==> config.mk <==
export PLATFORM = sky130hd
export DESIGN_NAME = ibex_multdiv_sequencer
export DESIGN_NICKNAME = d
export VERILOG_FILES = /design/src/rtl/ibex_pkg.sv /design/src/rtl/ibex_multdiv_arb.sv /design/src/rtl/ibex_multdiv_sequencer.sv
export SDC_FILE = /design/constraint.sdc
export NUM_CORES = 1
export LEC_CHECK = 0
export CORE_ASPECT_RATIO = 0.5
export CORE_MARGIN = 10
export CORE_UTILIZATION = 40
export CTS_CLUSTER_SIZE = 16
export DETAILED_ROUTE_END_ITERATION = 8
export GPL_TIMING_DRIVEN = 0
export PLACE_DENSITY = 0.86
export SLEW_MARGIN = 20
export SYNTH_ARGS = -nofsm -noshare
export SYNTH_HDL_FRONTEND = slang
export SYNTH_HIERARCHICAL = 1
export SYNTH_SLANG_ARGS = --single-unit
==> constraint.sdc <==
create_clock -name clk_i -period 3.6 [get_ports clk_i]
set_input_delay 0.72 -clock clk_i [delete_from_list [all_inputs] [get_ports clk_i]]
set_output_delay 0.72 -clock clk_i [all_outputs]
set_load 0.005 [all_outputs]
==> src/rtl/ibex_pkg.sv <==
// Shared types for the multiply/divide issue sequencer: unit operator codes,
// requester op codes, sequencer states and the op -> operator/signedness decode.
package ibex_pkg;

  typedef enum logic [1:0] {
    MD_OP_MULL = 2'b00,
    MD_OP_MULH = 2'b01,
    MD_OP_DIV  = 2'b10,
    MD_OP_REM  = 2'b11
  } md_op_e;

  typedef enum logic [2:0] {
    MD_REQ_MUL    = 3'd0,
    MD_REQ_MULH   = 3'd1,
    MD_REQ_MULHSU = 3'd2,
    MD_REQ_MULHU  = 3'd3,
    MD_REQ_DIV    = 3'd4,
    MD_REQ_DIVU   = 3'd5,
    MD_REQ_REM    = 3'd6,
    MD_REQ_REMU   = 3'd7
  } md_req_op_e;

  typedef enum logic [1:0] {
    SEQ_IDLE = 2'd0,
    SEQ_EXEC = 2'd1,
    SEQ_RESP = 2'd2
  } seq_state_e;

  typedef struct packed {
    md_op_e     op;
    logic [1:0] signed_mode;
  } md_decode_t;

  // signed_mode bit0 marks operand a as signed, bit1 marks operand b as signed.
  function automatic md_decode_t md_decode(input md_req_op_e req_op);
    md_decode_t dec;
    dec.op          = MD_OP_MULL;
    dec.signed_mode = 2'b00;
    case (req_op)
      MD_REQ_MUL:    begin dec.op = MD_OP_MULL; dec.signed_mode = 2'b00; end
      MD_REQ_MULH:   begin dec.op = MD_OP_MULH; dec.signed_mode = 2'b11; end
      MD_REQ_MULHSU: begin dec.op = MD_OP_MULH; dec.signed_mode = 2'b01; end
      MD_REQ_MULHU:  begin dec.op = MD_OP_MULH; dec.signed_mode = 2'b00; end
      MD_REQ_DIV:    begin dec.op = MD_OP_DIV;  dec.signed_mode = 2'b11; end
      MD_REQ_DIVU:   begin dec.op = MD_OP_DIV;  dec.signed_mode = 2'b00; end
      MD_REQ_REM:    begin dec.op = MD_OP_REM;  dec.signed_mode = 2'b11; end
      MD_REQ_REMU:   begin dec.op = MD_OP_REM;  dec.signed_mode = 2'b00; end
      default:       begin dec.op = MD_OP_MULL; dec.signed_mode = 2'b00; end
    endcase
    return dec;
  endfunction

endpackage

==> src/rtl/ibex_multdiv_arb.sv <==
// Two-way priority arbiter: core (bit0) normally wins, BIST (bit1) is forced
// through after STARVE_LIMIT consecutive core grants taken while it waited.
module ibex_multdiv_arb #(
  parameter int unsigned STARVE_LIMIT = 4
) (
  input  logic       clk_i,
  input  logic       rst_i,
  input  logic       arb_en_i,
  input  logic [1:0] req_valid_i,
  output logic [1:0] grant_o
);

  localparam int unsigned CNT_W = (STARVE_LIMIT > 0) ? $clog2(STARVE_LIMIT + 1) : 1;
  localparam logic [CNT_W-1:0] CNT_MAX = CNT_W'(STARVE_LIMIT);

  logic [CNT_W-1:0] starve_cnt_q, starve_cnt_d;
  logic             bist_wins;

  assign bist_wins = req_valid_i[1] && (!req_valid_i[0] || (starve_cnt_q == CNT_MAX));

  always_comb begin
    grant_o = '0;
    if (arb_en_i) begin
      if (bist_wins) begin
        grant_o = 2'b10;
      end else if (req_valid_i[0]) begin
        grant_o = 2'b01;
      end
    end
  end

  always_comb begin
    starve_cnt_d = starve_cnt_q;
    if (grant_o[1]) begin
      starve_cnt_d = '0;
    end else if (grant_o[0] && req_valid_i[1] && (starve_cnt_q != CNT_MAX)) begin
      starve_cnt_d = starve_cnt_q + 1'b1;
    end
  end

  always_ff @(posedge clk_i) begin
    if (rst_i) begin
      starve_cnt_q <= '0;
    end else begin
      starve_cnt_q <= starve_cnt_d;
    end
  end

endmodule

==> src/rtl/ibex_multdiv_sequencer.sv <==
// Issue controller in front of ibex_multdiv_fast: arbitrates core/BIST,
// drives the unit, owns its intermediate registers and returns the result.
module ibex_multdiv_sequencer
  import ibex_pkg::*;
#(
  parameter int unsigned STARVE_LIMIT   = 4,
  parameter int unsigned TIMEOUT_CYCLES = 63
) (
  input  logic             clk_i,
  input  logic             rst_i,
  input  logic [1:0]       req_valid_i,
  output logic [1:0]       req_ready_o,
  input  logic [1:0][2:0]  req_op_i,
  input  logic [1:0][31:0] req_a_i,
  input  logic [1:0][31:0] req_b_i,
  output logic [1:0]       rsp_valid_o,
  input  logic [1:0]       rsp_ready_i,
  output logic [31:0]      rsp_data_o,
  input  logic             data_ind_timing_i,
  output logic             mult_en_o,
  output logic             div_en_o,
  output logic             mult_sel_o,
  output logic             div_sel_o,
  output logic [1:0]       operator_o,
  output logic [1:0]       signed_mode_o,
  output logic [31:0]      op_a_o,
  output logic [31:0]      op_b_o,
  output logic             equal_to_zero_o,
  input  logic             valid_i,
  input  logic [31:0]      result_i,
  input  logic [33:0]      imd_val_d_i_0,
  input  logic [33:0]      imd_val_d_i_1,
  input  logic [1:0]       imd_val_we_i,
  output logic [33:0]      imd_val_q_o_0,
  output logic [33:0]      imd_val_q_o_1,
  output logic             busy_o,
  output logic             timeout_err_o,
  input  logic             err_clr_i
);

  localparam int unsigned WD_W = $clog2(TIMEOUT_CYCLES + 1);
  localparam logic [WD_W-1:0] WD_MAX = WD_W'(TIMEOUT_CYCLES);

  seq_state_e       state_q, state_d;
  logic             src_q, src_d;
  logic             is_div_q, is_div_d;
  logic             mult_sel_q, mult_sel_d;
  logic             div_sel_q, div_sel_d;
  md_op_e           operator_q, operator_d;
  logic [1:0]       signed_mode_q, signed_mode_d;
  logic [31:0]      op_a_q, op_a_d;
  logic [31:0]      op_b_q, op_b_d;
  logic [31:0]      rsp_data_q, rsp_data_d;
  logic [WD_W-1:0]  wd_cnt_q, wd_cnt_d;
  logic             timeout_err_q, timeout_err_d;
  logic [33:0]      imd_val_0_q, imd_val_0_d;
  logic [33:0]      imd_val_1_q, imd_val_1_d;

  logic [1:0]       grant;
  logic             grant_src;
  md_req_op_e       grant_op;
  md_decode_t       grant_dec;
  logic             unused_data_ind_timing;

  // The unit reads data_ind_timing directly; the sequencer only waits on valid_i.
  assign unused_data_ind_timing = data_ind_timing_i;

  ibex_multdiv_arb #(
    .STARVE_LIMIT(STARVE_LIMIT)
  ) u_arb (
    .clk_i       (clk_i),
    .rst_i       (rst_i),
    .arb_en_i    (state_q == SEQ_IDLE),
    .req_valid_i (req_valid_i),
    .grant_o     (grant)
  );

  assign grant_src = grant[1];
  assign grant_op  = md_req_op_e'(req_op_i[grant_src]);
  assign grant_dec = md_decode(grant_op);

  always_comb begin
    state_d       = state_q;
    src_d         = src_q;
    is_div_d      = is_div_q;
    mult_sel_d    = mult_sel_q;
    div_sel_d     = div_sel_q;
    operator_d    = operator_q;
    signed_mode_d = signed_mode_q;
    op_a_d        = op_a_q;
    op_b_d        = op_b_q;
    rsp_data_d    = rsp_data_q;
    wd_cnt_d      = wd_cnt_q;
    timeout_err_d = err_clr_i ? 1'b0 : timeout_err_q;
    imd_val_0_d   = imd_val_we_i[0] ? imd_val_d_i_0 : imd_val_0_q;
    imd_val_1_d   = imd_val_we_i[1] ? imd_val_d_i_1 : imd_val_1_q;

    case (state_q)
      SEQ_IDLE: begin
        if (|grant) begin
          src_d         = grant_src;
          is_div_d      = grant_op[2];
          mult_sel_d    = ~grant_op[2];
          div_sel_d     = grant_op[2];
          operator_d    = grant_dec.op;
          signed_mode_d = grant_dec.signed_mode;
          op_a_d        = req_a_i[grant_src];
          op_b_d        = req_b_i[grant_src];
          wd_cnt_d      = '0;
          state_d       = SEQ_EXEC;
        end
      end
      SEQ_EXEC: begin
        if (valid_i) begin
          rsp_data_d = result_i;
          state_d    = SEQ_RESP;
        end else if (wd_cnt_q != WD_MAX) begin
          // Counter parks at WD_MAX so the flag fires once and can then be cleared.
          wd_cnt_d = wd_cnt_q + 1'b1;
          if (wd_cnt_q == WD_MAX - 1'b1) begin
            timeout_err_d = 1'b1;
          end
        end
      end
      SEQ_RESP: begin
        if (rsp_ready_i[src_q]) begin
          state_d = SEQ_IDLE;
        end
      end
      default: begin
        state_d = SEQ_IDLE;
      end
    endcase
  end

  always_ff @(posedge clk_i) begin
    if (rst_i) begin
      state_q       <= SEQ_IDLE;
      src_q         <= 1'b0;
      is_div_q      <= 1'b0;
      mult_sel_q    <= 1'b0;
      div_sel_q     <= 1'b0;
      operator_q    <= MD_OP_MULL;
      signed_mode_q <= '0;
      op_a_q        <= '0;
      op_b_q        <= '0;
      rsp_data_q    <= '0;
      wd_cnt_q      <= '0;
      timeout_err_q <= 1'b0;
      imd_val_0_q   <= '0;
      imd_val_1_q   <= '0;
    end else begin
      state_q       <= state_d;
      src_q         <= src_d;
      is_div_q      <= is_div_d;
      mult_sel_q    <= mult_sel_d;
      div_sel_q     <= div_sel_d;
      operator_q    <= operator_d;
      signed_mode_q <= signed_mode_d;
      op_a_q        <= op_a_d;
      op_b_q        <= op_b_d;
      rsp_data_q    <= rsp_data_d;
      wd_cnt_q      <= wd_cnt_d;
      timeout_err_q <= timeout_err_d;
      imd_val_0_q   <= imd_val_0_d;
      imd_val_1_q   <= imd_val_1_d;
    end
  end

  assign req_ready_o     = grant;
  assign rsp_valid_o     = {(state_q == SEQ_RESP) && src_q, (state_q == SEQ_RESP) && !src_q};
  assign rsp_data_o      = rsp_data_q;
  assign mult_en_o       = (state_q == SEQ_EXEC) && !is_div_q;
  assign div_en_o        = (state_q == SEQ_EXEC) && is_div_q;
  assign mult_sel_o      = mult_sel_q;
  assign div_sel_o       = div_sel_q;
  assign operator_o      = operator_q;
  assign signed_mode_o   = signed_mode_q;
  assign op_a_o          = op_a_q;
  assign op_b_o          = op_b_q;
  assign equal_to_zero_o = (op_b_q == '0);
  assign imd_val_q_o_0   = imd_val_0_q;
  assign imd_val_q_o_1   = imd_val_1_q;
  assign busy_o          = (state_q != SEQ_IDLE);
  assign timeout_err_o   = timeout_err_q;

endmodule
-- Word-level counts from Yosys, hierarchy flattened
Memories as Yosys holds them, arrays and structs flattened. A register that Yosys moved wholly into a read port is not among the register bits.
Index checks and enable logic that the tools add are counted.
W data, S select, Z words.
- register bits: 179
- bits in read-only memories: 32
- output and inout port bits: 179
- memories kept: 1
- add/sub/neg operators: 2
- magnitude comparators: 2
- equality and inequality tests: 11
- mux-type cells: 24
- bitwise gates (word level): 1
- reductions and logical operators: 21
- memories (name ; depth ; width ; rd ports ; clocked after memory_dff ; write ports ; RTL line ; source):
    (name not given) ; 8 ; 4 ; 1 ; 1 ; 0 ; ibex_pkg.sv:39 ; case (req_op)
- operators with widths (kind ; number):
    $mux W32 ; 4
    $logic_not A32 Y1 ; 1
    $mux W6 ; 3
    $pmux W6 S2 ; 1
    $mux W2 ; 5
    $ne A2 B2 Y1 const B ; 5
    $mux W1 ; 8
    $logic_and A1 B1 Y1 ; 7
    $add A6 B1 Y6 const B ; 1
    $eq A6 B6 Y1 const B ; 1
    $mux W3 ; 2
    $ne A6 B6 Y1 const B ; 1
    $pmux W2 S3 ; 1
    $lt A1 B2 Y1 const B ; 2
    $reduce_and A2 Y1 ; 2
    $reduce_and A4 Y1 ; 1
    $reduce_bool A2 Y1 ; 2
    $reduce_or A2 Y1 ; 2
    $add A3 B1 Y3 const B ; 1
    $eq A3 B3 Y1 const B ; 1
    $logic_not A1 Y1 ; 3
    $ne A3 B3 Y1 const B ; 1
    $reduce_and A3 Y1 ; 1
    $eq A2 B1 Y1 const B ; 1
    other kinds (4) ; 4

-- Depth between registers and ports, before layout
- depth after elaboration: 8
- gate-level depth with buffers: 11
- gate-level depth less buffers: 9

-- Cells and area by module
Netlist, hierarchy kept.
- by module, submodules not included (module ; times used ; cells each ; area each (µm²) ; sequential area each (µm²)):
    ibex_multdiv_sequencer ; 1 ; 752 ; 7497.2 ; 3583.4
    ibex_multdiv_arb ; 1 ; 26 ; 209.0 ; 60.1

-- Worst setup path after synthesis
No wires, ideal clock.
- path kind: input -> register
- from: input port req_valid_i[0]
- to: register op_a_q[0] (netlist: op_a_o[0])
- library setup time: 0.081 ns
- arrival: 2.112 ns
- path slack: 1.407 ns
- stages: 9
- buffers on the path: 3
- path through: a21boi_2 -> nor2_1 -> buf_2 -> or2_1 -> and2_1 -> buf_6 -> clkbuf_1 -> nor2_1 -> a211oi_2
- longest elaborated chain between the ends: 7
- elaborated cells between the ends (all ways): 10
- those cells by class: mux: 5; reduce/logical: 5
- RTL lines (element ; RTL line ; source):
    from (decl) ; ibex_multdiv_sequencer.sv:11 ; input logic [1:0] req_valid_i,
    $logic_not A1 Y1 (*) ; ibex_multdiv_arb.sv:19 ; assign bist_wins = req_valid_i[1] && (!req_valid_i[0] || (starve_cnt_q == CNT_MAX));
    $logic_or A1 B1 Y1 (*) ; ibex_multdiv_arb.sv:19 ;
    $logic_and A1 B1 Y1 (*) ; ibex_multdiv_arb.sv:19 ;
    $mux W2 (*) ; ibex_multdiv_arb.sv:24 ; if (bist_wins) begin
    $mux W2 (*) ; ibex_multdiv_arb.sv:23 ; if (arb_en_i) begin
    net req_ready_o[1] ; ibex_multdiv_sequencer.sv:12 ; output logic [1:0] req_ready_o,
    $mux W32 (not written as such) or $reduce_or A2 Y1 (tied branches) ; ibex_multdiv_sequencer.sv:107, ibex_multdiv_sequencer.sv:100 ;
    $mux W32 (not written as such) or $reduce_and A2 Y1 (tied branches) ; n/a ;
    to (signal assigned) ; ibex_multdiv_sequencer.sv:160 ; op_a_q <= op_a_d;
    to (decl) ; ibex_multdiv_sequencer.sv:51 ; logic [31:0] op_a_q, op_a_d;
Mark *: on every way through the listed nets, which the timed path passes. The rest lies on a longest branch. The select of a mux whose other input is x is not followed.
A chain may end at the register's enable or synchronous reset.

-- Worst setup path after layout
- from: register u_arb.starve_cnt_q[0]
- to: output port req_ready_o[0]
- longest elaborated chain between the ends: 5
- RTL lines (element ; RTL line ; source):
    from (decl) ; ibex_multdiv_arb.sv:16 ; logic [CNT_W-1:0] starve_cnt_q, starve_cnt_d;
    from (signal assigned) ; ibex_multdiv_arb.sv:45 ; starve_cnt_q <= starve_cnt_d;
    $eq A3 B3 Y1 ; ibex_multdiv_arb.sv:19 ;
    $logic_or A1 B1 Y1 ; ibex_multdiv_arb.sv:19 ;
    $logic_and A1 B1 Y1 ; ibex_multdiv_arb.sv:19 ;
    $mux W2 ; ibex_multdiv_arb.sv:24 ;
    $mux W2 ; ibex_multdiv_arb.sv:23 ;
    to (decl) ; ibex_multdiv_sequencer.sv:12 ;
No other way between the ends.

==> impl_metrics.py <==
metrics = {
    "timing": {
        "skew_ns": 0.00910,
        "drv_slew": 0,
        "period_share": 0.786,
        "hold_slack_ns": 0.456,
        "final_hold_viol_count": 0,
        "fin_tns_setup_ns": 0,
        "relSlewSlack": 0.396,
        "fmax_mhz": 353,
        "rsz0062_at_grt": "false",
        "worstMarginPinSlew_ns": 0.906,
        "min_period_ns": 2.83,
        "setup_violations": 0,
    },
    "power_and_ir_drop": {
        "p_sw_w": 0.00172,
        "leakagePower_nw": 4.85,
        "ir_drop_v": 0.000308,
        "power_density_nw_per_um2": 448,
        "power_frac_seq": 0.409,
        "internal-power_w": 0.00401,
        "clkPwrFrac": 0.314,
        "total_power_w": 0.00574,
        "swShare": 0.300,
        "power_frac_comb": 0.277,
    },
    "detailed_routing": {
        "drtPass1Iterations": 5,
        "wl_microns": 31600,
        "viasPerCell": 5.05,
        "drtAntennaViolNets": 0,
        "drcViolationCount": 0,
        "post_drt_wl_per_cell_microns": 21.3,
        "via_count": 7518,
        "first_iter_violations": 341,
    },
    "synthesis": {
        "yosys_warnings": 6,
        "synth_edf_count": 0,
        "synth_ff_type": "dfxtp_1",
        "synth.area.top_cells": "dfxtp_1 (47%), mux2i_1 (18%), a211oi_2 (9.7%)",
        "yosysSeqAreaShare": 0.473,
        "yosysTopAreaCell": "dfxtp_1",
        "synth.distinct_cells": 44,
        "synth_top_cell_area_share": 0.473,
        "async_reset_ff_frac": 0,
        "postSynthAreaPerCell_sq_um": 9.91,
        "syn-cell-area_sq_um": 7710,
        "syn_inst": 778,
        "synth-seq-cells": 182,
        "syn_nets": 1029,
    },
    "grt": {
        "grt_pass1_wl_microns": 47200,
        "grt_overflow": 0,
        "grt_max_degree": 19,
        "grt_pass1_vias": 7926,
        "antenna_found_initial": 1,
        "grt_use_total": 0.235,
    },
    "floorplan": {
        "row_count": 35,
        "die_h_microns": 118,
        "initial_core_util": 0.413,
        "ios": 424,
        "die_area_sq_um": 25600,
        "dieWidth_microns": 216,
        "core_area_sq_um": 18700,
    },
    "critical_path": {
        "start_kind": "register",
        "crit_path_top_delay_cell": "clkdlybuf4s50_1",
        "crit_type": "reg2out",
        "crit_family": "buffers and inverters",
        "crit_end": "req_ready_o[0]",
        "endpoint_kind": "output pin",
        "crit_buf_inv": 2,
        "reg2reg_depth": 10,
        "reg2reg_to": "op_a_o[23]$_SDFFE_PP0P_",
        "cp_num_cells": 5,
        "critPathArrivalTime_ns": 2.11,
        "worstReg2RegStart": "state_q[1]$_SDFFE_PP0P_",
        "crit_chain": "inv_1, ha_1, and2_1, a21oi_1, clkdlybuf4s50_1",
        "crit_fanout": 4,
        "cp.required_ns": 2.88,
        "cp-startpoint": "u_arb/starve_cnt_q[0]$_SDFFE_PP0P_",
        "reg2reg_slack_ns": 0.98,
        "slowest_delay_ns": 0.59,
    },
    "final_layout": {
        "drive_gt1_frac": 0.105,
        "syn_to_final_growth_pct": 66.1,
        "n_antenna_cell": 0,
        "fin_nets": 1468,
        "design_area_sq_um": 12800,
        "register_area_sq_um": 3640,
        "fillerInstances": 1448,
        "multi_input_area_sq_um": 3710,
    },
    "clock_network": {
        "cts_tree": "done",
        "clk_pin_slew_worst_paths_ns": 0.07,
        "clk_path_buf_depth": 2,
        "cts_made_buffers": 17,
        "clk_latency_ns": 0.43,
        "post_cts_buffers": 0,
        "cts-root-buf": "clkbuf_16",
        "holdBufCountCts": 0,
        "htree_num_levels": 4,
        "cts_resized": 0,
        "numClockSinks": 182,
    },
    "hold_path": {
        "hold_class": "reg2reg",
    },
    "placement": {
        "portBuffers": 420,
        "gp_congestion": 0.868,
        "postPlaceCellArea_sq_um": 12200,
        "dpl.hpwl_microns": 25900,
    },
    "outcome": {
        "status": "finished, final reports clean",
    },
    "run": {
        "maxCapViolCount": 0,
    },
}
==> layout by cell type, fill, tap and decap left out, types with 5 or more instances in the layout <==
| master | count |
|---|---|
| nand4_1 | 5 |
| nor4_1 | 8 |
| clkdlybuf4s50_1 | 420 |
| inv_1 | 6 |
| a211oi_1 | 6 |
| buf_2 | 19 |
| a211oi_2 | 60 |
| clkbuf_1 | 28 |
| buf_6 | 10 |
| mux2i_1 | 139 |
| ha_1 | 6 |
| clkinv_4 | 6 |
| dfxtp_1 | 182 |
| clkbuf_16 | 17 |
| nand2_1 | 73 |
| nand3_1 | 5 |
| a21oi_1 | 44 |
| nor2_1 | 140 |
==> worst min path at each step <==
stage | startpoint | end | slack (ns) | cells past startpoint
3_5_place_dp | rsp_data_o[12]$_SDFFE_PP0P_ | rsp_data_o[12]$_SDFFE_PP0P_ | 0.45 | 2
6_report | rsp_data_o[12]$_SDFFE_PP0P_ | rsp_data_o[12]$_SDFFE_PP0P_ | 0.46 | 2
3_3_place_gp | rsp_data_o[9]$_SDFFE_PP0P_ | rsp_data_o[9]$_SDFFE_PP0P_ | 0.44 | 2
4_1_cts | rsp_data_o[12]$_SDFFE_PP0P_ | rsp_data_o[12]$_SDFFE_PP0P_ | 0.46 | 2
2_1_floorplan | operator_o[0]$_SDFFE_PP0P_ | operator_o[0]$_SDFFE_PP0P_ | 0.45 | 2
5_1_grt | rsp_data_o[0]$_SDFFE_PP0P_ | rsp_data_o[0]$_SDFFE_PP0P_ | 0.47 | 2
==> metrics by stage <==
step,utilization,worst slack [ns],instances
2_1_floorplan,-,1.41,778
3_3_place_gp,0.656,0.480,1457
3_5_place_dp,0.656,0.433,1457
4_1_cts,0.686,0.767,1489
5_1_grt,0.686,0.595,1489
6_report,0.686,0.770,1489
==> synthesized netlist by cell type, types with 2 or more instances <==
library cell and n:
dfxtp_1 182, nor4_1 8, inv_1 6, a211oi_1 6
nand2_1 73, a21boi_1 2, and2_1 4, and3_1 3
nand4_1 5, a211oi_2 60, o21ai_1 2, ha_1 6
buf_1 4, a21oi_1 44, buf_6 10, or4_1 3
clkbuf_1 27, o31ai_1 2, o21a_1 2, o21ai_0 3
nor3b_1 2, nand3_1 5, buf_2 19, mux2i_1 139
nor2_1 140, nand2b_1 3
==> area by class of cell <==
cell class,count,area share
buffer,61,0.0259
clock buffer,18,0.0335
clock inverter,14,0.0108
inverter,6,0.00176
multi-input combinational,529,0.290
sequential,182,0.285
tap,259,0.0253
timing repair buffer,420,0.328
==> flip-flops by register name (all words and copies together) (netlist names) <==
| name | flops |
|---|---|
| imd_val_q_o_0 | 34 |
| imd_val_q_o_1 | 34 |
| mult_sel_o | 1 |
| op_a_o | 32 |
| op_b_o | 32 |
| operator_o | 2 |
| rsp_data_o | 32 |
| signed_mode_o | 2 |
| src_q | 1 |
| state_q | 2 |
| timeout_err_o | 1 |
| u_arb/starve_cnt_q | 3 |
| wd_cnt_q | 6 |
==> routing by layer <==
layer,vias up,GRT usage,wire [microns]
li1,3582,-,-
met1,3676,0.256,12100
met2,212,0.440,17200
met3,48,0.0499,1470
met4,0,0.0842,847
met5,-,0,0
==> worst reg2reg max path: cells and delay by family (launching register included) <==
| family | cells | cell delay [ns] |
|---|---|---|
| AND/OR/NAND/NOR | 6 | 1.08 |
| buffers and inverters | 3 | 0.85 |
| flip-flops | 1 | 0.39 |
| AO/OA/AOI/OAI | 1 | 0.21 |
==> power by group through the flow <==
stage / Sequential (W) / Clock [W] / Combinational, W
6_report: 0.00235 / 0.00180 / 0.00159
5_1_grt: 0.00237 / 0.00191 / 0.00170
4_1_cts: 0.00235 / 0.00182 / 0.00160
3_5_place_dp: 0.00239 / 0 / 0.00159
3_3_place_gp: 0.00238 / 0 / 0.00155
2_1_floorplan: 0.00238 / 0 / 0.000679
==> cell families after synthesis <==
family                   after synthesis  synth area share
AND/OR/NAND/NOR                      258             0.144
flip-flops                           182             0.473
multiplexers                         140             0.182
AO/OA/AOI/OAI                        125             0.145
buffers and inverters                 67            0.0459
adder cells (fa/ha/maj)                6           0.00974
(Power assumes the default switching activity.)
